### config.mk
export PLATFORM = sky130hd
export DESIGN_NAME = key_event_encoder
export DESIGN_NICKNAME = d
export VERILOG_FILES = /design/src/rtl/key_event_encoder_pkg.sv /design/src/rtl/key_event_encoder_event_fifo.sv /design/src/rtl/key_event_encoder.sv
export SDC_FILE = /design/constraint.sdc
export NUM_CORES = 1
export LEC_CHECK = 0
export ABC_AREA = 0
export BUFFER_PORTS_ARGS = -buffer_cell sky130_fd_sc_hd__buf_2
export CAP_MARGIN = 30
export CORE_MARGIN = 2
export CORE_UTILIZATION = 45
export DETAILED_ROUTE_END_ITERATION = 8
export PLACE_DENSITY = 0.61
export SKIP_LAST_GASP = 1
export SYNTH_ARGS = -nofsm -noshare
export SYNTH_HDL_FRONTEND = slang
export SYNTH_SLANG_ARGS = --single-unit
### constraint.sdc
create_clock -name clk -period 3.4 [get_ports clk]
set_input_delay 0.68 -clock clk [delete_from_list [all_inputs] [get_ports clk]]
set_output_delay 0.68 -clock clk [all_outputs]
set_load 0.02 [all_outputs]
### src/rtl/key_event_encoder_pkg.sv
// Shared constants and types for the key event encoder: key/code widths,
// event word layout, default repeat timing and the repeat FSM states.
package key_event_encoder_pkg;

  localparam int N_KEYS_DEF       = 9;
  localparam int CODE_W_DEF       = 4;
  localparam int EV_W_DEF         = CODE_W_DEF + 1;
  localparam int REPEAT_BIT_DEF   = CODE_W_DEF;
  localparam int FIFO_DEPTH_DEF   = 4;
  localparam int REPEAT_DELAY_DEF = 50_000_000;
  localparam int REPEAT_RATE_DEF  = 10_000_000;
  localparam int RPT_CNT_W        = 32;

  typedef enum logic [1:0] {
    RPT_IDLE  = 2'd0,
    RPT_DELAY = 2'd1,
    RPT_RATE  = 2'd2
  } rpt_state_e;

endpackage

### src/rtl/key_event_encoder_event_fifo.sv
// Show-ahead synchronous FIFO; a push while full is taken only when a pop
// frees the head slot in the same cycle.
module event_fifo #(
  parameter  int WIDTH = 5,
  parameter  int DEPTH = 4,
  localparam int AW    = $clog2(DEPTH)
) (
  input  logic             clk,
  input  logic             rst_n,
  input  logic             push_i,
  input  logic [WIDTH-1:0] wdata_i,
  input  logic             pop_i,
  output logic [WIDTH-1:0] rdata_o,
  output logic             full_o,
  output logic             empty_o,
  output logic [AW:0]      count_o
);

  logic [DEPTH-1:0][WIDTH-1:0] mem_q;
  logic [AW-1:0]               wr_q, rd_q;
  logic [AW:0]                 cnt_q;
  logic                        do_push, do_pop;

  assign empty_o = (cnt_q == '0);
  assign full_o  = (cnt_q == (AW+1)'(DEPTH));
  assign do_pop  = pop_i & ~empty_o;
  assign do_push = push_i & (~full_o | do_pop);
  assign rdata_o = mem_q[rd_q];
  assign count_o = cnt_q;

  always_ff @(posedge clk or negedge rst_n) begin
    if (!rst_n) begin
      mem_q <= '0;
      wr_q  <= '0;
      rd_q  <= '0;
      cnt_q <= '0;
    end else begin
      if (do_push) begin
        mem_q[wr_q] <= wdata_i;
        wr_q        <= wr_q + 1'b1;
      end
      if (do_pop) rd_q <= rd_q + 1'b1;
      case ({do_push, do_pop})
        2'b10:   cnt_q <= cnt_q + 1'b1;
        2'b01:   cnt_q <= cnt_q - 1'b1;
        default: cnt_q <= cnt_q;
      endcase
    end
  end

endmodule

### src/rtl/key_event_encoder.sv
// Turns debounced key levels into press / auto-repeat events, one push per
// cycle (lowest pending key first, then a due repeat), buffered in a FIFO.
module key_event_encoder
  import key_event_encoder_pkg::*;
#(
  parameter int N_KEYS       = N_KEYS_DEF,
  parameter int CODE_W       = CODE_W_DEF,
  parameter int FIFO_DEPTH   = FIFO_DEPTH_DEF,
  parameter int REPEAT_DELAY = REPEAT_DELAY_DEF,
  parameter int REPEAT_RATE  = REPEAT_RATE_DEF
) (
  input  logic              clk,
  input  logic              reset,
  input  logic [N_KEYS-1:0] debounced,
  output logic              ev_valid,
  input  logic              ev_ready,
  output logic [CODE_W-1:0] ev_code,
  output logic              ev_repeat,
  output logic              overflow,
  input  logic              overflow_clr
);

  localparam int EV_W  = CODE_W + 1;
  localparam int CNT_W = $clog2(FIFO_DEPTH) + 1;
  localparam logic [RPT_CNT_W-1:0] DELAY_LAST = RPT_CNT_W'(REPEAT_DELAY - 1);
  localparam logic [RPT_CNT_W-1:0] RATE_LAST  = RPT_CNT_W'(REPEAT_RATE - 1);

  logic [N_KEYS-1:0]    prev_q, pending_q, pending_d, rise, served;
  logic [RPT_CNT_W-1:0] cnt_q;
  rpt_state_e           rpt_q;
  logic                 rpt_req_q, rpt_take;
  logic                 overflow_q, overflow_d;
  logic                 held_one, held_chg, any_pending;
  logic [CODE_W-1:0]    pend_code, held_code;
  logic                 push, pop, drop;
  logic [EV_W-1:0]      push_word, head_word;
  logic                 fifo_full, fifo_empty;
  logic [CNT_W-1:0]     fifo_count;

  assign rise        = debounced & ~prev_q;
  assign held_chg    = (debounced != prev_q);
  assign held_one    = (debounced != '0) && ((debounced & (debounced - 1'b1)) == '0);
  assign any_pending = (pending_q != '0);
  assign served      = pending_q & (~pending_q + 1'b1);

  // Repeat code comes from prev_q: it is the held set the request was raised for.
  always_comb begin
    pend_code = '0;
    held_code = '0;
    for (int i = N_KEYS - 1; i >= 0; i--) begin
      if (pending_q[i]) pend_code = CODE_W'(i);
      if (prev_q[i])    held_code = CODE_W'(i);
    end
  end

  assign rpt_take  = ~any_pending & rpt_req_q & ~held_chg;
  assign push      = any_pending | rpt_take;
  assign push_word = any_pending ? {1'b0, pend_code} : {1'b1, held_code};
  assign pop       = ev_ready & ~fifo_empty;
  assign drop      = push & fifo_full & ~pop;

  assign pending_d  = (pending_q | rise) & ~served;
  assign overflow_d = drop ? 1'b1 : (overflow_clr ? 1'b0 : overflow_q);

  always_ff @(posedge clk or negedge reset) begin
    if (!reset) begin
      prev_q     <= '0;
      pending_q  <= '0;
      overflow_q <= 1'b0;
    end else begin
      prev_q     <= debounced;
      pending_q  <= pending_d;
      overflow_q <= overflow_d;
    end
  end

  // Repeat timer: any change of the held set, or anything but a sole key, restarts it.
  // A new request raised in the same cycle one is pushed wins over the clear.
  always_ff @(posedge clk or negedge reset) begin
    if (!reset) begin
      rpt_q     <= RPT_IDLE;
      cnt_q     <= '0;
      rpt_req_q <= 1'b0;
    end else if (held_chg || !held_one) begin
      rpt_q     <= RPT_IDLE;
      cnt_q     <= '0;
      rpt_req_q <= 1'b0;
    end else begin
      if (rpt_take) rpt_req_q <= 1'b0;
      case (rpt_q)
        RPT_RATE: begin
          if (cnt_q == RATE_LAST) begin
            cnt_q     <= '0;
            rpt_req_q <= 1'b1;
          end else begin
            cnt_q <= cnt_q + 1'b1;
          end
        end
        default: begin
          if (cnt_q == DELAY_LAST) begin
            cnt_q     <= '0;
            rpt_req_q <= 1'b1;
            rpt_q     <= RPT_RATE;
          end else begin
            cnt_q <= cnt_q + 1'b1;
            rpt_q <= RPT_DELAY;
          end
        end
      endcase
    end
  end

  event_fifo #(
    .WIDTH (EV_W),
    .DEPTH (FIFO_DEPTH)
  ) u_fifo (
    .clk     (clk),
    .rst_n   (reset),
    .push_i  (push),
    .wdata_i (push_word),
    .pop_i   (pop),
    .rdata_o (head_word),
    .full_o  (fifo_full),
    .empty_o (fifo_empty),
    .count_o (fifo_count)
  );

  assign ev_valid  = (fifo_count != '0);
  assign ev_code   = ev_valid ? head_word[CODE_W-1:0] : '0;
  assign ev_repeat = ev_valid & head_word[CODE_W];
  assign overflow  = overflow_q;

endmodule

# Word-level counts from Yosys, hierarchy flattened
# Cells that the tools add are included.
[word_totals]
register_bits = 81
inputBits = 13
output_inout_bits = 7
wordCells = 105
[op_classes]
addsub = 7
n_lt_le_gt_ge = 3
eq_ne = 8
muxes = 40
bitwise = 23
reduce_logical = 11
[op_table]
columns = ["cell", "n"]
rows = [
  ["32-bit two-way mux", 4],
  ["4-bit two-way mux", 19],
  ["9-bit bitwise AND", 4],
  ["32-bit by 1-bit adder with 32-bit output (second input constant)", 1],
  ["32-bit by 24-bit == test with 1-bit output (second input constant)", 1],
  ["32-bit by 26-bit == test with 1-bit output (second input constant)", 1],
  ["9-bit inverter", 3],
  ["20-bit bitwise mux", 1],
  ["9-bit nonzero test", 2],
  ["5-bit two-way mux", 3],
  ["5-bit binary-select mux with 2-bit select", 1],
  ["5-bit demux with 2-bit select", 1],
  ["9-bit by 1-bit adder with 9-bit output (second input constant)", 1],
  ["9-bit zero test", 1],
  ["9-bit inequality test", 1],
  ["9-bit bitwise OR", 1],
  ["9-bit by 1-bit subtractor with 9-bit output (second input constant)", 1],
  ["1-bit bitwise AND", 8],
  ["1-bit two-way mux", 7],
  ["2-bit by 3-bit < comparator with 1-bit output (second input constant)", 2],
  ["2-bit two-way mux", 3],
  ["3-bit case mux with 2 select lines", 1],
  ["1-bit inverter", 5],
  ["2-bit by 1-bit adder with 2-bit output (second input constant)", 2],
  ["other kinds (14)", 18],
]

# Longest topological paths before layout
# Gate-level depths: netlist (run 1).
[depth]
word_depth = 11
mapped_depth = 12
ltp_nobuf = 12

# By module
# A second synthesis (run 1) with hierarchy kept.
[hier_totals]
hier_cells = 414
area_unflattened_um2 = 4418.0
[modules_own_cells]
columns = ["module", "instances", "cells_per_inst", "area_per_inst_um2", "seq_area_each_um2"]
rows = [
  ["key_event_encoder", 1, 312, 3054.2, 1351.3],
  ["event_fifo", 1, 102, 1363.8, 675.6],
]

# Least setup slack after synthesis (run 1)
# No wires, ideal clock.
[synth_timing]
path_kind = "input to register"
start = "input port ev_ready"
end = "register u_fifo.cnt_q[2], in the netlist u_fifo.count_o[2]"
arrival_ps = 2502
required_ps = 3321
slack_ps = 819
path_stages = 9
n_path_buf = 0
cell_sequence = "or4b_2 -> o21a_1 -> inv_1 -> ha_1 -> inv_1 -> fa_1 -> xor2_1 -> nor2_1 -> xor2_1"
[synth_between]
elab_chain_cells = 6
[synth_lines]
columns = ["item", "line_no", "text"]
rows = [
  ["start: declaration", "key_event_encoder.sv:16", "input logic ev_ready,"],
  ["1-bit bitwise AND (*)", "key_event_encoder.sv:59", "assign pop = ev_ready & ~fifo_empty;"],
  ["1-bit bitwise AND (*)", "key_event_encoder_event_fifo.sv:26", "assign do_pop = pop_i & ~empty_o;"],
  ["1-bit bitwise OR", "key_event_encoder_event_fifo.sv:27", "assign do_push = push_i & (~full_o | do_pop);"],
  ["1-bit bitwise AND", "key_event_encoder_event_fifo.sv:27", ""],
  ["2-bit by 1-bit == test with 1-bit output or 2-bit == test (tied branches)", "key_event_encoder_event_fifo.sv:43", "case ({do_push, do_pop})"],
  ["3-bit case mux with 2 select lines or 2-bit nonzero test (tied branches)", "--", ""],
  ["end signal: assignment", "key_event_encoder_event_fifo.sv:44", "2'b10: cnt_q <= cnt_q + 1'b1;"],
  ["end signal: assignment", "key_event_encoder_event_fifo.sv:45", "2'b01: cnt_q <= cnt_q - 1'b1;"],
  ["end signal: assignment", "key_event_encoder_event_fifo.sv:46", "default: cnt_q <= cnt_q;"],
  ["end: declaration", "key_event_encoder_event_fifo.sv:21", "logic [AW:0] cnt_q;"],
]
# Mark *: on every way between the ends. The rest lies on a longest branch, timed or not.
# A chain may end at the register's enable or synchronous reset.

# Final worst setup path (run 1)
[layout_timing]
start = "register pending_q[0]"
end = "register u_fifo.cnt_q[2], in the netlist u_fifo.count_o[2]"
[layout_between]
elab_chain_cells = 8
[layout_lines]
columns = ["item", "line_no", "text"]
rows = [
  ["start: declaration", "key_event_encoder.sv:28", "logic [N_KEYS-1:0] prev_q, pending_q, pending_d, rise, served;"],
  ["start signal: assignment", "key_event_encoder.sv:72", "pending_q <= pending_d;"],
  ["9-bit nonzero test (*)", "key_event_encoder.sv:43", "assign any_pending = (pending_q != '0);"],
  ["1-bit inverter", "key_event_encoder.sv:56", "assign rpt_take = ~any_pending & rpt_req_q & ~held_chg;"],
  ["1-bit bitwise AND (2 in series)", "key_event_encoder.sv:56", ""],
  ["1-bit bitwise OR (*)", "key_event_encoder.sv:57", "assign push = any_pending | rpt_take;"],
  ["1-bit bitwise AND (*)", "key_event_encoder_event_fifo.sv:27", ""],
  ["2-bit by 1-bit == test with 1-bit output or 2-bit == test (tied branches)", "key_event_encoder_event_fifo.sv:43", ""],
  ["3-bit case mux with 2 select lines or 2-bit nonzero test (tied branches)", "--", ""],
]
# Marked as above.

==> flow_summary.yaml, run 1 <==
outcome:
  outcome: "finished, final reports clean"
placement:
  io_buffers: 19
  post-dp-hpwl_um: 6010
  pre_cts_ws_ns: 0.433
  dp.cells: 528
  place_congestion: 0.781
sta:
  fin_ws_ns: 0.730
  hold_viol: 0
  rsz0062_at_grt: "no"
  finalSetupViolCount: 0
  min_period_ns: 2.67
  tightest_slew_ns: 0.864
  fin_setup_tns_ns: 0
  slew_violations: 0
  max_clock_freq_mhz: 375
  fin_skew_ns: 0.00818
  fin_crit_sh_pct: 78.5
  hold_slack_ns: 0.295
  slew_headroom_pct: 41.9
layout:
  area_delta_synth_final_pct: 11.0
  n_antenna_cell: 0
  finish.utilization_pct: 51.5
  finalNetCount: 439
  fin_cells: 544
  drive_above_1_share_pct: 25.1
critical_path:
  cp-end-kind: "flip-flop"
  required_ns: 3.67
  cp_max_fo: 8
  rrSetupSlack_ns: 0.73
  cp_data_arrival_time_ns: 2.94
  setup.worst_path.class: "flip-flop to flip-flop"
  critPathLaunchType: "flip-flop"
synth:
  syn_nets: 419
  async_reset_ff_share_pct: 100
  synth-seq-cells: 81
  synthTopCellsByArea: "dfrtp_1 47%, nor3_2 6.5%, mux2_2 5.5%"
  synth_area_um2: 4310
  yosysTopAreaCellShare_pct: 47.1
  yosysTopAreaCell: "dfrtp_1"
  synth.avg_cell_area_um2: 11.0
  ys.flop_type: "dfrtp_1"
  ys_warn_count: 0
  synth-seq-area-share_pct: 47.1
  synth_edf_count: 0
  syn_inst: 390
  yosysUniqueCellTypes: 54
grt:
  antenna_found_initial: 0
  grt_max_degree: 43
  grt_pass1_vias: 2861
  overflow: 0
  grt_pass1_wl_um: 14300
  grt.total_usage_pct: 17.7
job:
  maxCapViolCount: 0
floorplan:
  die_w_um: 102
  boundaryPins: 20
  die_area_um2: 10400
  die_h_um: 102
  initial_core_util_pct: 46.4
  core-area_um2: 9280
  core.rowCount: 35
clocking:
  cts_resized: 0
  cts_tree: "yes"
  post_cts_buffers: 0
  cts_root_buffer: "clkbuf_8"
  clk_latency_ns: 0.35
  cts_sinks: 81
  clk_pin_slew_ns: 0.09
  clk_path_buf_depth: 2
  htree_levels: 3
  cts_buffers: 9
  hold_buffers: 0
drt:
  wl_per_cell_um: 15.2
  final_antenna_net_count: 0
  drt_iter0_markers: 115
  firstDrtPassIters: 4
  route.detailed.drc: 0
  vias: 2892
  drt-total-wl_um: 8240
  via_per_inst: 5.32
worst_hold_path:
  min_path_type: "input pin to async pin"
pwr:
  power.leakage_nw: 1.96
  pwr_density_cell_nw_per_um2: 562
  peakVddDrop_v: 0.000224
==> worst max-delay path: stages (launching register included) <==
cell	delay, ns
dfrtp_1	0.45
nor4_1	0.54
nand4b_1	0.19
o21a_1	0.29
inv_1	0.09
ha_1	0.17
inv_1	0.06
fa_1	0.37
xor2_1	0.15
nor2_1	0.11
xor2_1	0.16
==> logic make-up (layout without fill, tap and decap cells) <==
logic type / Yosys count / count (layout) / share of synthesized area [%]
AO/OA/AOI/OAI: 35 / 35 / 5.58
XOR/XNOR: 36 / 36 / 7.32
adder cells (fa/ha/maj): 16 / 16 / 4.82
buffers and inverters: 36 / 61 / 3.80
flip-flops: 81 / 81 / 47.1
multiplexers: 26 / 26 / 8.10
AND/OR/NAND/NOR: 160 / 160 / 23.3
==> metrics by stage <==
step | power (mW) | cell area, µm²
after CTS | 2.73 | 4780
after global placement | 1.95 | 4550
after global routing | 2.87 | 4780
after floorplan | 1.78 | 4310
final | 2.69 | 4780
after detailed placement | 1.98 | 4570
==> per-layer routing <==
layer  up-vias  global-route usage, %  part of all wire (%)
met5         -                      0                     0
li1       1429                      -                     -
met2        35                   29.0                    49
met4         0                   5.23                   1.3
met3         9                   4.10                   2.7
met1      1419                   23.4                    47
==> power breakdown <==
group	switching, mW	total, mW	internal [mW]
Clock	0.375	0.743	0.369
Sequential	0.145	1.26	1.11
Combinational	0.343	0.688	0.345
==> sequential cells by signal (all words and copies together) (netlist names) <==
signal,cells
rpt_req_q,1
u_fifo.rd_q,2
rpt_q,2
u_fifo.count_o,3
overflow,1
u_fifo.mem_q,20
u_fifo.wr_q,2
prev_q,9
pending_q,9
cnt_q,32
==> layout by cell type (no fill, tap or decap), types with 4 or more instances in the layout <==
cell	instances
nand4_1	6
nand2_1	20
nor3_2	28
xnor2_1	23
nor2_1	31
dfrtp_1	81
o21ai_0	4
mux2_2	21
nor4_1	13
and3_1	5
a31oi_1	6
a21oi_1	8
nand3_1	10
buf_2	18
inv_1	21
ha_1	15
and2_1	12
clkbuf_8	10
mux4_2	5
xor2_1	13
nor3_1	12
==> cell type report <==
class,count,area (µm²)
Sequential cell,81,2030
Inverter,21,78.8
Multi-Input combinational cell,273,2130
Clock buffer,10,138
Clock inverter,6,73.8
Timing Repair Buffer,24,173
Tap cell,129,161
Fill cell,855,4500
==> synthesized netlist by cell type (2+ instances only) <==
cell and n:
xnor2_1 23, o21a_1 3, mux4_2 5, nand3b_1 2, nor2_1 31, nand3_1 10
nand4_1 6, dfrtp_1 81, mux2_2 21, or4_1 3, and2_1 12, a21oi_1 8
nor4_1 13, and4_1 4, xor2_1 13, inv_1 21, and3_1 5, buf_2 5
nor3_1 12, o21ai_0 4, o22ai_1 2, buf_6 3, clkbuf_1 6, a31oi_1 6
nor3_2 28, ha_1 15, nor2b_1 2, nand2_1 20
==> path summary, 6_finish.rpt <==
check                                       start                            end  depth (start not counted)
setup / recovery           pending_q[0]$_DFF_PN0_  u_fifo.count_o[2]$_DFFE_PN0P_                         10
hold / removal                              reset         pending_q[0]$_DFF_PN0_                          1
setup reg to reg           pending_q[0]$_DFF_PN0_  u_fifo.count_o[2]$_DFFE_PN0P_                         10
hold reg to reg                cnt_q[0]$_DFF_PN0_             cnt_q[0]$_DFF_PN0_                          1
max in group asynchronous                   reset            cnt_q[19]$_DFF_PN0_                          2
min in group clk               cnt_q[0]$_DFF_PN0_             cnt_q[0]$_DFF_PN0_                          1
Power figures use the tool's default switching activity.
==> inputs of run 2 (changes only) <==
- PLACE_DENSITY: 0.61 -> 0.64
- clock period: 3.4 -> 2.25 ns (I/O delays scaled with it)
==> flow_summary.yaml, run 2 (synthesis results as in run 1) <==
sta:
  fin_setup_tns_ns: -0.0205
  tightest_slew_ns: 0.623
  rsz0062_at_grt: "yes"
  max_clock_freq_mhz: 442
  fin_crit_sh_pct: 100
  hold_viol: 0
  finalSetupViolCount: 2
  fin_ws_ns: -0.0105
  fin_skew_ns: 0.0103
  slew_headroom_pct: 58.3
  slew_violations: 0
  min_period_ns: 2.26
layout:
  mostFrequentLayoutCells: "80 x dfrtp_1, 50 x buf_4, 31 x nor2_1"
  n_antenna_cell: 0
  fill_cells: 800
  largest_reg_flops: 32
  fin_area_um2: 5420
  fin_cells: 594
  top_regs: "cnt_q: 32 flops, u_fifo.mem_q: 20 flops"
  finish.utilization_pct: 58.4
  area_delta_synth_final_pct: 25.9
  drive_above_1_share_pct: 38.9
  final_common_cell: "dfrtp_1"
  top_register: "cnt_q"
  finalNetCount: 489
drt:
  wl_per_cell_um: 15.4
  route.detailed.drc: 0
  firstDrtPassIters: 4
  drt-total-wl_um: 9160
  via_per_inst: 5.27
  final_antenna_net_count: 0
  drt_iter0_markers: 104
  vias: 3131
clocking:
  cts_buffers: 9
  cts_root_buffer: "clkbuf_8"
  hold_buffers: 0
  clk_latency_ns: 0.36
  cts_tree: "yes"
  htree_levels: 3
  cts_sinks: 81
  clk_path_buf_depth: 2
  clk_pin_slew_ns: 0.09
critical_path:
  rrSetupSlack_ns: -0.01
  required_ns: 2.53
  critPathLaunchType: "flip-flop"
  cp-end-kind: "flip-flop"
  setup.worst_path.class: "flip-flop to flip-flop"
  cp_max_fo: 2
  cp_data_arrival_time_ns: 2.55
placement:
  place_congestion: 0.814
  post-dp-hpwl_um: 6330
  dp.cells: 570
  io_buffers: 19
  placed_area_um2: 4930
outcome:
  violations: "setup timing"
  outcome: "finished with violations"
pwr:
  power.leakage_nw: 2.28
  p_switching_mw: 1.46
  power_mw: 4.53
  power_frac_comb_pct: 34.2
  swShare_pct: 32.1
  pwr_density_cell_nw_per_um2: 835
  p_seq_share_pct: 41.4
  peakVddDrop_v: 0.000527
  power.share.clock_pct: 24.4
  power.internal_mw: 3.08
floorplan:
  die_area_um2: 10400
  die_w_um: 102
  initial_core_util_pct: 46.4
  boundaryPins: 20
  die_h_um: 102
  core-area_um2: 9280
  core.rowCount: 35
grt:
  grt_max_degree: 47
  antenna_found_initial: 0
  overflow: 0
  grt_pass1_wl_um: 15500
  grt.total_usage_pct: 19.0
  grt_pass1_vias: 3286
worst_hold_path:
  min_path_type: "input pin to async pin"
job:
  maxCapViolCount: 0
run 2: timing repair:
| item | CTS | global route |
|---|---|---|
| hold endpoints to repair | 0 | 0 |
| pin swaps | 8 | 11 |
| setup buffers | 4 | 4 |
| endpoints found under the setup margin | 27 | 27 |
| resized for setup | 13 | 46 |
run 2: final cells by class:
class                   count  area [µm²]  share of cell area, %
inverters                  21        78.8                   1.45
clock inverters             7        83.8                   1.55
well taps                 129         161                   2.98
flip-flops and latches     81        2030                   37.4
multi-input cells         273        2350                   43.4
clock buffers               9         124                   2.28
repair buffers             74         596                   11.0
run 2: final timing paths:
kind                                      from                       endpoint  cells after the start
setup / recovery           prev_q[2]$_DFF_PN0_  u_fifo.count_o[1]$_DFFE_PN0P_                     10
hold / removal                           reset            prev_q[0]$_DFF_PN0_                      1
setup reg to reg           prev_q[2]$_DFF_PN0_  u_fifo.count_o[1]$_DFFE_PN0P_                     10
hold reg to reg             cnt_q[0]$_DFF_PN0_             cnt_q[0]$_DFF_PN0_                      1
max in group asynchronous                reset            cnt_q[10]$_DFF_PN0_                      2
min in group clk                  overflow_clr           overflow$_DFFE_PN0P_                      2
run 2: power groups by stage:
stage,clock network (mW),logic (mW),registers [mW]
after floorplan,0,0.865,1.84
after global placement,0,1.23,1.87
after global routing,1.20,1.71,1.91
after CTS,1.15,1.31,1.86
final,1.11,1.55,1.87
after detailed placement,0,1.25,1.89
run 2: through the flow:
stage / hold WS (ns) / setup WS (ns)
6_report: 0.0424 / -0.0105
5_1_grt: 0.0592 / -0.182
4_1_cts: 0.0411 / -0.126
3_5_place_dp: 0.438 / -0.279
3_3_place_gp: 0.434 / -0.199
2_1_floorplan: 0.154 / -0.0271
run 2: critical path, stage by stage, from the launching register on:
cell     delay [ns]
dfrtp_1        0.38
inv_1          0.08
ha_1           0.28
nand2_1        0.11
nor4_4         0.31
o21a_1         0.21
inv_2          0.06
ha_4           0.15
inv_2          0.05
fa_2           0.43
o21ai_2        0.14
run 2: routing by layer:
layer	up-vias	track usage [%]	wire (µm)
li1	1524	-	-
met1	1553	24.4	4280
met2	43	32.5	4560
met3	11	3.97	229
met4	0	5.95	101
met5	-	0	0
==> inputs of run 3 (changes only) <==
- ABC_AREA: 0 -> 1
==> flow_summary.yaml, run 3 <==
outcome:
  outcome: "finished, final reports clean"
placement:
  io_buffers: 19
  pre_cts_ws_ns: -0.0816
  post-dp-hpwl_um: 7060
  place_congestion: 0.861
clocking:
  htree_levels: 3
  cts_sinks: 81
  clk_pin_slew_ns: 0.09
  clk_path_buf_depth: 2
  cts_tree: "yes"
  clk_latency_ns: 0.36
  cts_root_buffer: "clkbuf_8"
  cts_buffers: 9
sta:
  fin_setup_tns_ns: 0
  hold_viol: 0
  finalSetupViolCount: 0
  fin_crit_sh_pct: 94.1
  slew_violations: 0
  slew_headroom_pct: 66.1
  rsz0062_at_grt: "yes"
  max_clock_freq_mhz: 472
  tightest_slew_ns: 0.503
  min_period_ns: 2.12
  fin_ws_ns: 0.133
  fin_skew_ns: 0.00980
synth:
  synth_compound_area_share_pct: 7.43
  synthTopCellsByArea: "dfrtp_1 43%, nand2_1 8.4%, nor2_4 7.2%"
  ys.flop_type: "dfrtp_1"
  yosysUniqueCellTypes: 35
  synth.avg_cell_area_um2: 8.59
  ys_top_cells_by_count: "105 x nand2_1, 81 x dfrtp_1, 67 x inv_1, 67 x nor2_1, 30 x nor2_4"
  synth_xor_area_share_pct: 5.39
  synth.area.mux_share_pct: 0
  yosysTopAreaCell: "dfrtp_1"
  syn_inst: 549
  yosys.area_share.adder_pct: 4.41
  synth_area_um2: 4710
  synthSimpleGateAreaFrac_pct: 32.1
  yosysMostFrequentCell: "nand2_1"
  syn_nets: 578
  yosysTopAreaCellShare_pct: 43.0
  synth_edf_count: 0
  async_reset_ff_share_pct: 100
  ys_warn_count: 0
  synth_top_family_by_area: "simple AND/OR/NAND/NOR gates"
  synth-seq-area-share_pct: 43.0
  synth-seq-cells: 81
drt:
  drt-total-wl_um: 9600
  top_layer_used: "met4"
  met1_length_um: 4410
  wl_met3_um: 279
  firstDrtPassIters: 4
  route.detailed.drc: 0
  final_antenna_net_count: 0
  wl_per_cell_um: 12.9
  vias: 3599
  via_per_inst: 4.85
  wl_met2_um: 4760
  drt_iter0_markers: 140
grt:
  overflow: 0
  grt_pass1_vias: 3700
  grt_max_degree: 59
  grt.total_usage_pct: 18.8
  antenna_found_initial: 0
  grt_pass1_wl_um: 17000
pwr:
  power_mw: 4.39
  pwr_density_cell_nw_per_um2: 814
  power.leakage_nw: 2.38
  peakVddDrop_v: 0.000532
floorplan:
  core-area_um2: 10200
  boundaryPins: 20
  initial_core_util_pct: 46.1
  core.rowCount: 37
  die_w_um: 106
  die_area_um2: 11300
  die_h_um: 106
critical_path:
  crit_family: "adder cells"
  cp-end-kind: "flip-flop"
  cp_data_arrival_time_ns: 2.41
  required_ns: 2.54
  setup.worst_path.class: "flip-flop to flip-flop"
  r2r_start: "prev_q[6]$_DFF_PN0_"
  critPathMaxStageDelay_ns: 0.43
  path_cells: "inv_2, ha_1, nand2_1, nor2_1, nand3b_1, o21ai_2, nand2_4, ha_1, inv_2, fa_2, o21ai_2"
  reg2regPathDepth: 11
  cp_max_fo: 3
  critPathLaunchType: "flip-flop"
  worstReg2RegEnd: "u_fifo.count_o[1]$_DFFE_PN0P_"
  rrSetupSlack_ns: 0.13
  cp_num_buf_inv: 2
  slowest_stage: "fa_2"
worst_hold_path:
  min_to: "overflow$_DFFE_PN0P_"
  min_path_type: "input pin to flip-flop"
  whs_path_depth: 2
  min-delay-start: "overflow_clr"
layout:
  top_register: "cnt_q"
  finalNetCount: 631
  n_antenna_cell: 0
  top_regs: "cnt_q: 32 flops, u_fifo.mem_q: 20 flops"
  mostFrequentLayoutCells: "104 x nand2_1, 81 x dfrtp_1, 64 x inv_1, 64 x nor2_1, 30 x nor2_4"
  largest_reg_flops: 32
  area_delta_synth_final_pct: 14.4
  final_common_cell: "nand2_1"
  drive_above_1_share_pct: 24.1
job:
  maxCapViolCount: 0
-- run 3: changes by cell type after synthesis, moves of 12 or more --
cell,previous run,this run
o21ai_1,0,12
o21ai_0,4,28
mux2_2,21,0
nand2_1,20,105
inv_1,21,67
nor2_1,31,67
nor3_2,28,2
and2_1,12,0
xnor2_1,23,11
nor2_4,0,30
-- run 3: worst max path at each step --
stage                           start                             to  slack, ns  depth (start not counted)
5_1_grt           prev_q[3]$_DFF_PN0_  u_fifo.count_o[2]$_DFFE_PN0P_      -0.03                         13
6_report          prev_q[6]$_DFF_PN0_  u_fifo.count_o[1]$_DFFE_PN0P_       0.13                         11
3_3_place_gp             debounced[7]  u_fifo.count_o[2]$_DFFE_PN0P_      -0.08                         13
3_5_place_dp             debounced[5]  u_fifo.count_o[2]$_DFFE_PN0P_      -0.08                         13
4_1_cts        pending_q[6]$_DFF_PN0_  u_fifo.count_o[2]$_DFFE_PN0P_       0.05                         13
2_1_floorplan            debounced[7]  u_fifo.count_o[2]$_DFFE_PN0P_       0.04                         12
-- run 3: timing repair --
action,CTS,global route
setup endpoints to repair,0,9
setup buffers,0,5
gates resized for setup,0,15
hold endpoints to repair,23,0
hold buffers,1,0
-- run 3: area by class of cell --
class                           instances  area, µm²
Fill cell                             974       4840
Inverter                               81        342
Tap cell                              136        170
Sequential cell                        81       2030
Timing Repair Buffer                   44        313
Clock inverter                          6       60.1
Clock buffer                            9        124
Multi-Input combinational cell        384       2340
Timing Repair inverter                  1       11.3
-- run 3: cells by family after synthesis --
group | Yosys count
adders and majority gates | 16
xor gates and xnor gates | 29
DFF | 81
AOI/OAI and AO/OA | 67
buffers and inverters | 84
and+or+nand+nor | 272
-- run 3: power breakdown --
group | switching (mW) | total, mW | internal (mW)
Clock | 0.543 | 1.04 | 0.501
Sequential | 0.155 | 1.84 | 1.69
Combinational | 0.958 | 1.51 | 0.547
Total | 1.66 | 4.39 | 2.73
-- run 3: metrics by stage --
step                      utilization, %  area [µm²]  hold WS (ns)  cells
final                               52.7        5390         0.278    742
after global placement              49.8        5090         0.374    720
after global routing                52.7        5390         0.263    742
after detailed placement            49.8        5090         0.377    720
after CTS                           51.7        5290         0.265    736
after floorplan                        -        4710         0.154    549
-- run 3: layer usage --
metal / vias up / track usage (%)
li1: 1840 / -
met1: 1704 / 23.8
met2: 42 / 32.1
met3: 13 / 4.35
met4: 0 / 5.26
met5: - / 0
